--- src/rtl/clk_rst_sequencer.sv ---
`default_nettype none
// ============================================================================
// Module   : clk_rst_sequencer
// Brief    : MMCM reset/lock supervisor that gates the downstream system reset.
// Revision : 1.0 - initial release
// ============================================================================
module clk_rst_sequencer #(
    parameter int RST_CYCLES    = 16,
    parameter int LOCK_TIMEOUT  = 100000,
    parameter int STABLE_CYCLES = 1024,
    parameter int MAX_RETRIES   = 8
) (
    input  logic       clk100,
    input  logic       rst_n,
    input  logic       mmcm_locked,
    input  logic       force_relock,
    output logic       mmcm_rst,
    output logic       sys_rst_n,
    output logic       clocks_ok,
    output logic       fault,
    output logic [2:0] state_o,
    output logic [7:0] lock_loss_cnt
);

    localparam int c_CNT_MAX_A = (RST_CYCLES > LOCK_TIMEOUT) ? RST_CYCLES : LOCK_TIMEOUT;
    localparam int c_CNT_MAX   = (c_CNT_MAX_A > STABLE_CYCLES) ? c_CNT_MAX_A : STABLE_CYCLES;
    localparam int c_CNT_W     = (c_CNT_MAX > 1) ? $clog2(c_CNT_MAX) : 1;
    localparam int c_RET_W     = $clog2(MAX_RETRIES + 1);

    localparam logic [c_CNT_W-1:0] c_RST_LAST    = c_CNT_W'(RST_CYCLES - 1);
    localparam logic [c_CNT_W-1:0] c_LOCK_LAST   = c_CNT_W'(LOCK_TIMEOUT - 1);
    localparam logic [c_CNT_W-1:0] c_STABLE_LAST = c_CNT_W'(STABLE_CYCLES - 1);
    localparam logic [c_CNT_W-1:0] c_CNT_ONE     = c_CNT_W'(1);
    localparam logic [c_RET_W-1:0] c_RET_MAX     = c_RET_W'(MAX_RETRIES);
    localparam logic [c_RET_W-1:0] c_RET_ONE     = c_RET_W'(1);

    localparam logic [2:0] c_ST_RESET_HOLD = 3'd0;
    localparam logic [2:0] c_ST_WAIT_LOCK  = 3'd1;
    localparam logic [2:0] c_ST_STABLE     = 3'd2;
    localparam logic [2:0] c_ST_RUN        = 3'd3;
    localparam logic [2:0] c_ST_FAULT      = 3'd4;

    logic               r_sync1;
    logic               r_locked_s;
    logic [2:0]         r_state;
    logic [c_CNT_W-1:0] r_cnt;
    logic [c_RET_W-1:0] r_retries;
    logic               r_mmcm_rst;
    logic               r_sys_rst_n;
    logic               r_clocks_ok;
    logic               r_fault;
    logic [7:0]         r_lock_loss_cnt;

    logic [2:0]         w_next_state;
    logic [c_CNT_W-1:0] w_next_cnt;
    logic [c_RET_W-1:0] w_next_ret;
    logic [c_RET_W-1:0] w_ret_inc;
    logic               w_lol_inc;
    logic               w_counting;

    assign w_ret_inc = r_retries + c_RET_ONE;

    always_comb begin
        w_next_state = r_state;
        w_next_ret   = r_retries;
        w_lol_inc    = 1'b0;
        w_next_cnt   = r_cnt;
        w_counting   = 1'b0;
        case (r_state)
            c_ST_RESET_HOLD: begin
                w_counting = 1'b1;
                if (r_cnt == c_RST_LAST) begin
                    w_next_state = c_ST_WAIT_LOCK;
                end
            end
            c_ST_WAIT_LOCK: begin
                w_counting = 1'b1;
                // Lock takes priority over a coincident timeout.
                if (r_locked_s) begin
                    w_next_state = c_ST_STABLE;
                end else if (r_cnt == c_LOCK_LAST) begin
                    w_next_ret   = w_ret_inc;
                    w_next_state = (w_ret_inc == c_RET_MAX) ? c_ST_FAULT : c_ST_RESET_HOLD;
                end
            end
            c_ST_STABLE: begin
                w_counting = 1'b1;
                if (!r_locked_s) begin
                    w_next_state = c_ST_RESET_HOLD;
                end else if (r_cnt == c_STABLE_LAST) begin
                    w_next_state = c_ST_RUN;
                    w_next_ret   = '0;
                end
            end
            c_ST_RUN: begin
                if (!r_locked_s) begin
                    w_next_state = c_ST_RESET_HOLD;
                    w_lol_inc    = 1'b1;
                end
            end
            c_ST_FAULT: begin
                w_next_state = c_ST_FAULT;
            end
            default: begin
                w_next_state = c_ST_RESET_HOLD;
            end
        endcase

        // Software relock overrides everything except the lock-loss tally.
        if (force_relock) begin
            w_next_state = c_ST_RESET_HOLD;
            w_next_ret   = '0;
        end

        if (force_relock || (w_next_state != r_state)) begin
            w_next_cnt = '0;
        end else if (w_counting) begin
            w_next_cnt = r_cnt + c_CNT_ONE;
        end
    end

    always_ff @(posedge clk100 or negedge rst_n) begin
        if (!rst_n) begin
            r_sync1         <= 1'b0;
            r_locked_s      <= 1'b0;
            r_state         <= c_ST_RESET_HOLD;
            r_cnt           <= '0;
            r_retries       <= '0;
            r_mmcm_rst      <= 1'b1;
            r_sys_rst_n     <= 1'b0;
            r_clocks_ok     <= 1'b0;
            r_fault         <= 1'b0;
            r_lock_loss_cnt <= 8'd0;
        end else begin
            r_sync1     <= mmcm_locked;
            r_locked_s  <= r_sync1;
            r_state     <= w_next_state;
            r_cnt       <= w_next_cnt;
            r_retries   <= w_next_ret;
            r_mmcm_rst  <= (w_next_state == c_ST_RESET_HOLD) || (w_next_state == c_ST_FAULT);
            r_sys_rst_n <= (w_next_state == c_ST_RUN);
            r_clocks_ok <= (w_next_state == c_ST_RUN);
            r_fault     <= (w_next_state == c_ST_FAULT);
            if (w_lol_inc && (r_lock_loss_cnt != 8'hFF)) begin
                r_lock_loss_cnt <= r_lock_loss_cnt + 8'd1;
            end
        end
    end

    assign mmcm_rst      = r_mmcm_rst;
    assign sys_rst_n     = r_sys_rst_n;
    assign clocks_ok     = r_clocks_ok;
    assign fault         = r_fault;
    assign state_o       = r_state;
    assign lock_loss_cnt = r_lock_loss_cnt;

endmodule
`default_nettype wire

--- config.mk ---
export PLATFORM = sky130hd
export DESIGN_NAME = clk_rst_sequencer
export DESIGN_NICKNAME = d
export VERILOG_FILES = /design/src/rtl/clk_rst_sequencer.sv
export SDC_FILE = /design/constraint.sdc
export NUM_CORES = 1
export LEC_CHECK = 0
export ABC_AREA = 1
export CORE_MARGIN = 10
export CORE_UTILIZATION = 55
export CTS_CLUSTER_SIZE = 28
export DETAILED_ROUTE_END_ITERATION = 10
export PLACE_DENSITY = 0.8
export REMOVE_ABC_BUFFERS = 1
export SLEW_MARGIN = 20
export SYNTH_ARGS = -nofsm -noshare
export SYNTH_HDL_FRONTEND = slang
export SYNTH_SLANG_ARGS = --single-unit
export TNS_END_PERCENT = 10
--- constraint.sdc ---
create_clock -name clk100 -period 2.3 [get_ports clk100]
set_input_delay 0.46 -clock clk100 [delete_from_list [all_inputs] [get_ports clk100]]
set_output_delay 0.46 -clock clk100 [all_outputs]
set_load 0.02 [all_outputs]
* Word-level counts from Yosys, hierarchy flattened
Index checks and enable logic that the tools add are counted.
** Storage, ports and cells
- Logic and storage cells :: 57
- Flip-flop bits (word level) :: 37
** Cells by class
- Add/subtract/negate cells :: 3
- Reductions and logical operators :: 9
- Multiplexer cells :: 20
- Equality and inequality tests :: 16
** Operators with widths (count)
- 2-to-1 mux 17 bit :: 2
- 2-to-1 mux 3 bit :: 8
- 2-to-1 mux 4 bit :: 5
- adder 17 x 1 -> 17 bit, second input constant :: 1
- == test 17 x 10 -> 1 bit, second input constant :: 1
- == test 17 bit, second input constant :: 1
- == test 17 x 4 -> 1 bit, second input constant :: 1
- one-hot mux 3 bit (5 select lines) :: 1
- inequality test 3 bit, second input constant :: 4
- == test 3 x 2 -> 1 bit, second input constant :: 3
- adder 8 x 1 -> 8 bit, second input constant :: 1
- inequality test 8 bit, second input constant :: 1
- one-hot mux 4 bit (2 select lines) :: 1
- == test 3 bit, second input constant :: 2
- logical NOT 3 bit :: 2
- AND reduction 5 bit :: 1
- adder 4 x 1 -> 4 bit, second input constant :: 1
- == test 4 bit, second input constant :: 1
- == test 3 x 1 -> 1 bit, second input constant :: 1
- 2-to-1 mux 1 bit :: 3
- inequality test 3 bit :: 1
- nonzero test 3 bit :: 1
- OR reduction 3 bit :: 1
- logical OR 1 bit :: 2
- 2 further kinds :: 2

* Depth between registers and ports, before layout
Gate-level depths: netlist of run 1.
- Depth in word-level cells :: 10
- Mapped depth :: 15
- Gate-level depth less buffers :: 14

* Worst setup path after synthesis of run 1
Ideal clock, no wire load.
- Path type :: reg2reg
- Start :: reg r_state[1], in the netlist state_o[1]
- End :: reg r_cnt[10]
- Buffers on the path :: 2
- Arrival :: 1589 ps
- Setup slack :: 587 ps
- Required time :: 2176 ps
- Clock period less this slack :: 1713 ps
- Stages on the path, launching flop included :: 15
- Cells stage by stage :: dfrtp_1 -> buf_4 -> nor2_4 -> nand2_1 -> nor2_1 -> nand3_1 -> nand2_1 -> inv_2 -> nand3_2 -> nand2_2 -> nand2_2 -> nand2_2 -> nand2_4 -> buf_12 -> nor2_4
** On the way
- Word-level cells in the longest chain between the ends :: 7
- Elaborated cells on any way between the ends :: 19
- Those cells by class :: 5 x eq/ne; 10 x mux; 4 x reduce/logical
** RTL lines
- from (decl) :: line 45 : logic [2:0] r_state;
- from (signal assigned) :: line 126 : r_state <= c_ST_RESET_HOLD;
- from (signal assigned) :: line 137 : r_state <= w_next_state;
- 2-to-1 mux 3 bit (on tied branches) :: line 90, 81
- 2-to-1 mux 3 bit (on tied branches) :: line 88, 79
- one-hot mux 3 bit (5 select lines) :: line 69 : case (r_state)
- 2-to-1 mux 3 bit :: line 110 : if (force_relock) begin
- inequality test 3 bit :: line 115 : if (force_relock || (w_next_state != r_state)) begin
- logical OR 1 bit :: line 115
- 2-to-1 mux 17 bit or nonzero test 2 bit (tied branches)
- to (signal assigned) :: line 138 : r_cnt <= w_next_cnt;
- to (decl) :: line 46 : logic [c_CNT_W-1:0] r_cnt;
Several ways; a longest one is shown, not always the timed one.
A chain may end at the register's enable or synchronous reset.

* Worst setup path after layout of run 1
- Start :: reg r_state[0], in the netlist state_o[0]
- End :: out state_o[0]
** RTL lines
- to (decl) :: line 21 : output logic [2:0] state_o,
No word-level cell between the ends.

==> results of run 1 <==
## synth_stat cells (all sizes together)
library cell,number,share of area
a21oi,4,0.0091
buf,5,0.022
dfrtp,36,0.41
dfstp,1,0.012
ha,4,0.023
inv,33,0.056
mux2,1,0.0051
mux2i,1,0.0045
nand2,57,0.11
nand3,21,0.055
nand4,11,0.034
nor2,50,0.14
nor3,5,0.018
nor4,1,0.0057
o21a,1,0.0034
o21ai,3,0.0068
o21bai,1,0.0051
o31ai,1,0.0034
or2,1,0.0028
xnor2,9,0.036
xor2,12,0.048
## area by class of cell
type / instances / area (sq um) / area share
clock buffers: 6 / 82.6 / 0.0328
clock inverters: 2 / 37.5 / 0.0149
inverters: 33 / 124 / 0.0492
multi-input cells: 183 / 1100 / 0.438
flip-flops and latches: 37 / 927 / 0.368
well taps: 48 / 60.1 / 0.0239
repair buffers: 19 / 183 / 0.0726
## metrics by stage
stage / util / worst slack [ns] / power [mW] / cell area [sq um] / cells
after detailed placement: 0.635 / 0.153 / 0.731 / 2400 / 320
after global placement: 0.635 / 0.216 / 0.730 / 2400 / 320
after CTS: 0.667 / 0.303 / 1.31 / 2520 / 328
final: 0.667 / 0.313 / 1.30 / 2520 / 328
after global routing: 0.667 / 0.144 / 1.35 / 2520 / 328
after floorplan: - / 0.245 / 0.707 / 2150 / 253
## worst register-to-register path, stage by stage, from the launching register on
cell and delay [ns]:
dfrtp_1 0.37, ha_1 0.20, nand2_2 0.09, nor2_4 0.15, nand2_2 0.08, nor2_4 0.13, nand3_2 0.08, nand3_2 0.10
nand2_2 0.07, nand2_2 0.07, nand2_2 0.06, nand2_4 0.30, nor2_1 0.09
## registers in the layout (all words and copies together) (netlist names)
register,flops
lock_loss_cnt,8
fault,1
r_cnt,17
mmcm_rst,1
state_o,3
r_locked_s,1
r_retries,4
r_sync1,1
clocks_ok,1
## where the power goes
| part | internal [mW] | switching, mW |
|---|---|---|
| clock | 0.352 | 0.228 |
| sequential | 0.659 | 0.00809 |
| combinational | 0.0137 | 0.0366 |
| total | 1.02 | 0.273 |
## layer usage
layer	vias up	share of wire	wire length, microns	track usage
met5	-	0	0	0
met4	0	0.014	56	0.0446
met3	6	0.051	200	0.0420
met2	20	0.46	1810	0.184
met1	784	0.47	1870	0.157
li1	853	-	-	-
## worst paths after layout
kind                            startpoint  slack, ns               end
worst max register to register    r_cnt[1]       0.38         r_cnt[16]
min in group clk100                r_sync1       0.36        r_locked_s
worst max-delay path            state_o[0]       0.31        state_o[0]
worst min register to register     r_sync1       0.36        r_locked_s
max in group asynchronous            rst_n       1.55         r_cnt[13]
worst min-delay path                 rst_n       0.25  lock_loss_cnt[4]
## logic make-up (layout without fill, tap and decap cells)
kind of cell	Yosys count	after routing	share of synthesized area
adders and majority gates	4	4	0.0227
AOI/OAI and AO/OA	10	10	0.0279
buffers and inverters	38	60	0.0779
xor gates and xnor gates	21	21	0.0836
DFF	37	37	0.421
and+or+nand+nor	146	146	0.357
muxes	2	2	0.00966
==> run summary, run 1 <==
=====================================================================================
Fraction of layout cells with a size suffix above 1 ....................        0.189
Most frequent standard cell in the layout excluding fill and tap cells .      nand2_1
Post-DP HPWL ...........................................................      2.98 mm
Power density over the cells ...........................................  516 mW/mm^2
Chip width ............................................................. 83.3 microns
Fin Clk Skew ...........................................................   0.00644 ns
Number of cells on the critical path ...................................            1
Post-synthesis cell type count .........................................           31
Critical-path cell list ................................................ clkdlybuf4s50_1
Routed WL per cell ..................................................... 12.0 microns
Depth of the worst register-to-register path ...........................           12
Max Clk Rate ...........................................................      503 MHz
Kind of end point of the critical path .................................   output pin
Layout overhead on the synthesized area ................................        14.3%
Hold Violations, Final .................................................            0
Clock buffer count from CTS ............................................            5
Category of the most critical setup path ............................... flop to output pin
Last weighted congestion value of the routability-driven placer ........        0.897
Mapped cell area ....................................................... 0.00220 sq mm
Worst min-delay path class ............................................. input port to asynchronous set/reset pin
Final wirelength .......................................................      3.94 mm
Pre-antenna DRT Iters ..................................................            4
Number of nets in the layout ...........................................          287
Worst Max-Slew Pin Slew ................................................     0.791 ns
Startpoint types .......................................................         flop
Initial DRC Count ......................................................           65
Routed vias ............................................................         1663
Worst-Skew Late Latency ................................................      0.29 ns
Largest stage delay on the critical path ...............................      0.68 ns
Synth Instances ........................................................          258
Count of final max-slew check failures .................................            0
Final-layout worst hold slack ..........................................     0.247 ns
Critical path fanouts, max .............................................            9
Antenna violations before repair .......................................            0
Pin count of the biggest net entering global routing ...................           38
Area of the die ........................................................ 0.00693 sq mm
Vias per cell ..........................................................         5.07
Row count ..............................................................           22
CP bufs+invs ...........................................................            1
Maxcap violations ......................................................            0
Post-route ant nets ....................................................            0
Crit path required time ................................................      1.84 ns
Count of hold-fix buffers inserted at cts ..............................            0
Number of placed I/O pins ..............................................           19
Global-route wire length before repair .................................      7.36 mm
Worst endpoint data arrival time .......................................      1.53 ns
Clock tree from TritonCTS ..............................................        built
RSZ-0062 raised after global routing ...................................        false
Port-buffer cells ......................................................           18
Most frequent cells in the layout ...................................... 51 x nand2_1, 36 x dfrtp_1, 32 x nor2_1
Static power due to leakage ............................................      1.18 nW
Height of the chip ..................................................... 83.3 microns
Initial Utilization ....................................................        0.584
Worst vdd rail ir drop .................................................       356 uV
Run status ............................................................. finished clean
Buffer depth of the longest clock path .................................            2
Total negative setup slack .............................................         0 ns
Clock-pin slew on the worst setup and hold paths .......................      0.07 ns
Share of the yosys chip area belonging to registers ....................        0.421
Post-cts gate resize count .............................................            0
Final worst-path cycle share ...........................................        0.864
Drt drc ................................................................            0
Post-layout min period .................................................      1.99 ns
Worst path slowest cell ................................................ clkdlybuf4s50_1
CTS H-Tree Depth .......................................................            2
Worst max-slew margin expressed relative to the limit ..................        0.473
Number of synthesized register bits ....................................           37
Clock Tree Root ........................................................     clkbuf_8
Total setup violations reported at the end of the flow .................            0
Number of fill cells ...................................................          322
Number of buffers inserted to repair setup after CTS ...................            0
Via count of the first global-routing pass .............................         1600
Overall global routing resource usage ..................................        0.122
Number of antenna cells inserted .......................................            0
Warning count from the yosys run .......................................            0
Core Footprint ......................................................... 0.00377 sq mm
Leftover overflow at the end of global routing .........................            0
CP top delay family .................................................... buffers and inverters
Mapped Avg Cell Area ...................................................   8.53 sq um
Count of clock tree sinks ..............................................           37
=====================================================================================
Power figures use the tool's default switching activity.
==> run 2: changes to the inputs <==
--- a/config.mk
+++ b/config.mk
@@ -6,10 +6,12 @@
 export NUM_CORES = 1
 export LEC_CHECK = 0
 export ABC_AREA = 1
+export ABC_CLOCK_PERIOD_IN_PS = 2300
 export CORE_MARGIN = 10
 export CORE_UTILIZATION = 55
 export CTS_CLUSTER_SIZE = 28
 export DETAILED_ROUTE_END_ITERATION = 10
+export GPL_TIMING_DRIVEN = 0
 export PLACE_DENSITY = 0.8
 export REMOVE_ABC_BUFFERS = 1
 export SLEW_MARGIN = 20
==> run 2 against run 1 <==
Net effect:
- via count rose by 0.96%
- global-route usage rose by 0.47 points
- sequential power barely moved
- power rose by 6.5%
- sequential cell count did not move
- register-to-register slack got worse by 0.02 ns
- clock power rose by 13%
- first-iteration DRC count rose by 100%
- non-clock buffer count did not move
==> run summary, run 2 (synthesis results as in run 1) <==
=====================================================================================
Count of hold-fix buffers inserted at cts ..............................            0   unchanged
Most frequent cells in the layout ...................................... 51 x nand2_1, 36 x dfrtp_1, 32 x nor2_1   unchanged
Clock tree from TritonCTS ..............................................        built   unchanged
Depth of the worst register-to-register path ...........................            7   was 12
Last weighted congestion value of the routability-driven placer ........        0.877   was 0.897
Core Footprint ......................................................... 0.00377 sq mm   unchanged
Worst endpoint data arrival time .......................................      1.60 ns   was 1.53 ns
Most frequent standard cell in the layout excluding fill and tap cells .      nand2_1   unchanged
Via count of the first global-routing pass .............................         1696   was 1600
Number of placed I/O pins ..............................................           19   unchanged
Fraction of layout cells with a size suffix above 1 ....................        0.193   was 0.189
Worst path slowest cell ................................................ clkdlybuf4s50_1   unchanged
Count of clock tree sinks ..............................................           37   unchanged
Number of buffers inserted to repair setup after CTS ...................            0   unchanged
Initial Utilization ....................................................        0.584   unchanged
Pre-antenna DRT Iters ..................................................            4   unchanged
Max Clk Rate ...........................................................      486 MHz   was 503 MHz
Worst min-delay path class ............................................. input port to asynchronous set/reset pin   unchanged
Height of the chip ..................................................... 83.3 microns   unchanged
Design area ............................................................ 0.00256 sq mm   was 0.00252 sq mm
Post-DP HPWL ...........................................................      3.19 mm   was 2.98 mm
Number of flip-flops under the largest register name ...................           17   unchanged
Layout overhead on the synthesized area ................................        16.4%   was 14.3%
Run status ............................................................. finished clean   unchanged
Critical-path cell list ................................................ clkdlybuf4s50_1   unchanged
Clock-pin slew on the worst setup and hold paths .......................      0.07 ns   about the same
Clock Tree Root ........................................................     clkbuf_8   unchanged
Number of cells on the critical path ...................................            1   unchanged
Critical path fanouts, max .............................................            9   unchanged
Vias per cell ..........................................................         5.12   was 5.07
Post-layout min period .................................................      2.06 ns   was 1.99 ns
Post-route ant nets ....................................................            0   unchanged
Static power due to leakage ............................................      1.20 nW   was 1.18 nW
Worst Max-Slew Pin Slew ................................................     0.432 ns   was 0.791 ns
RSZ-0062 raised after global routing ...................................        false   unchanged
Sequential power share .................................................        0.482   was 0.514
Worst-Skew Late Latency ................................................      0.29 ns   about the same
Critical path startpoint ...............................................   state_o[0]   unchanged
Row count ..............................................................           22   unchanged
Pin count of the biggest net entering global routing ...................           23   was 38
Leftover overflow at the end of global routing .........................            0   unchanged
Port-buffer cells ......................................................           18   unchanged
Drt drc ................................................................            0   unchanged
Count of final max-slew check failures .................................            0   unchanged
Fin Clk Skew ...........................................................   0.00674 ns   was 0.00644 ns
Total setup violations reported at the end of the flow .................            0   unchanged
Internal Dissipation ...................................................      1.11 mW   was 1.02 mW
Overall global routing resource usage ..................................        0.127   was 0.122
CP bufs+invs ...........................................................            1   unchanged
Kind of end point of the critical path .................................   output pin   unchanged
Core utilization of the finished layout ................................        0.679   was 0.667
Combinational Power Share ..............................................        0.042   was 0.039
Global-route wire length before repair .................................      7.63 mm   was 7.36 mm
Maxcap violations ......................................................            0   unchanged
Worst flop-to-flop path startpoint .....................................   state_o[0]   was r_cnt[1]
Worst max-slew margin expressed relative to the limit ..................        0.712   was 0.473
Startpoint types .......................................................         flop   unchanged
CTS H-Tree Depth .......................................................            2   unchanged
Antenna violations before repair .......................................            0   unchanged
Initial DRC Count ......................................................          131   was 65
Number of antenna cells inserted .......................................            0   unchanged
Area of the die ........................................................ 0.00693 sq mm   unchanged
Routed vias ............................................................         1679   was 1663
Final wirelength .......................................................      4.15 mm   was 3.94 mm
Worst vdd rail ir drop .................................................       363 uV   was 356 uV
Largest stage delay on the critical path ...............................      0.70 ns   was 0.68 ns
Register with the most flip-flops ......................................        r_cnt   unchanged
Routed WL per cell ..................................................... 12.7 microns   was 12.0 microns
Power spent charging and discharging nets ..............................     0.275 mW   was 0.273 mW
Category of the most critical setup path ............................... flop to output pin   unchanged
Chip width ............................................................. 83.3 microns   unchanged
Fraction of power spent switching nets .................................        0.199   was 0.210
Fraction of power consumed by the clock network ........................        0.476   was 0.447
Buffer depth of the longest clock path .................................            2   unchanged
Final worst-path cycle share ...........................................        0.895   was 0.864
Crit path required time ................................................      1.84 ns   about the same
CP top delay family .................................................... buffers and inverters   unchanged
Clock buffer count from CTS ............................................            5   unchanged
DP Area ................................................................ 0.00242 sq mm   was 0.00240 sq mm
Hold Violations, Final .................................................            0   unchanged
Number of nets in the layout ...........................................          287   unchanged
R2R setup slack ........................................................      0.36 ns   was 0.38 ns
Power density over the cells ...........................................  540 mW/mm^2   was 516 mW/mm^2
=====================================================================================
run 2: what timing repair did:
action	CTS	global route
endpoints found under the setup margin	3	1
pin swaps	0	0
hold endpoints to repair	0	0
resized for setup	1	1
run 2: worst paths after layout:
check                                    to
hold / removal             lock_loss_cnt[4]
hold reg to reg                  r_locked_s
setup reg to reg                  r_cnt[15]
min in group clk100              r_locked_s
max in group asynchronous          mmcm_rst
setup / recovery                 state_o[0]
run 2: per-layer routing:
metal  vias to the layer above  wire length [microns]  global-route usage  share of wire
li1                        848                      -                   -              -
met4                         0                     56              0.0369          0.013
met5                         -                      0                   0              0
met1                       793                   1850               0.156           0.45
met3                         6                    196              0.0400          0.047
met2                        32                   2050               0.207           0.49
run 2: through the flow:
stage          setup WS, ns  hold WS, ns  cells  setup TNS, ns  power [mW]
2_1_floorplan         0.245        0.164    253              0       0.707
3_3_place_gp        -0.0722        0.353    319          -1.39       0.731
3_5_place_dp        -0.0827        0.360    320         -0.144       0.738
4_1_cts               0.208       0.0866    328              0        1.40
5_1_grt               0.157       0.0888    328              0        1.44
6_report              0.242       0.0838    328              0        1.38
run 2: final cells by class:
type / count / area [sq um]
sequential: 37 / 927
clock inverter: 3 / 65.1
fill: 314 / 1210
multi-input combinational: 183 / 1110
inverter: 33 / 124
clock buffer: 5 / 68.8
timing repair buffer: 19 / 203
tap: 48 / 60.1
run 2: worst register-to-register path, stage by stage, from the launching register on:
cell,delay (ns)
dfrtp_1,0.54
a21oi_4,0.41
nand4_1,0.29
nor3_2,0.29
nand3_1,0.11
nand2_1,0.07
nand2_1,0.08
nor2_4,0.10
run 2: power groups by stage:
stage / registers [mW] / clock network [mW] / logic [mW]
5_1_grt: 0.668 / 0.708 / 0.0647
2_1_floorplan: 0.678 / 0 / 0.0292
4_1_cts: 0.667 / 0.674 / 0.0593
3_3_place_gp: 0.679 / 0 / 0.0520
3_5_place_dp: 0.679 / 0 / 0.0592
6_report: 0.667 / 0.658 / 0.0576
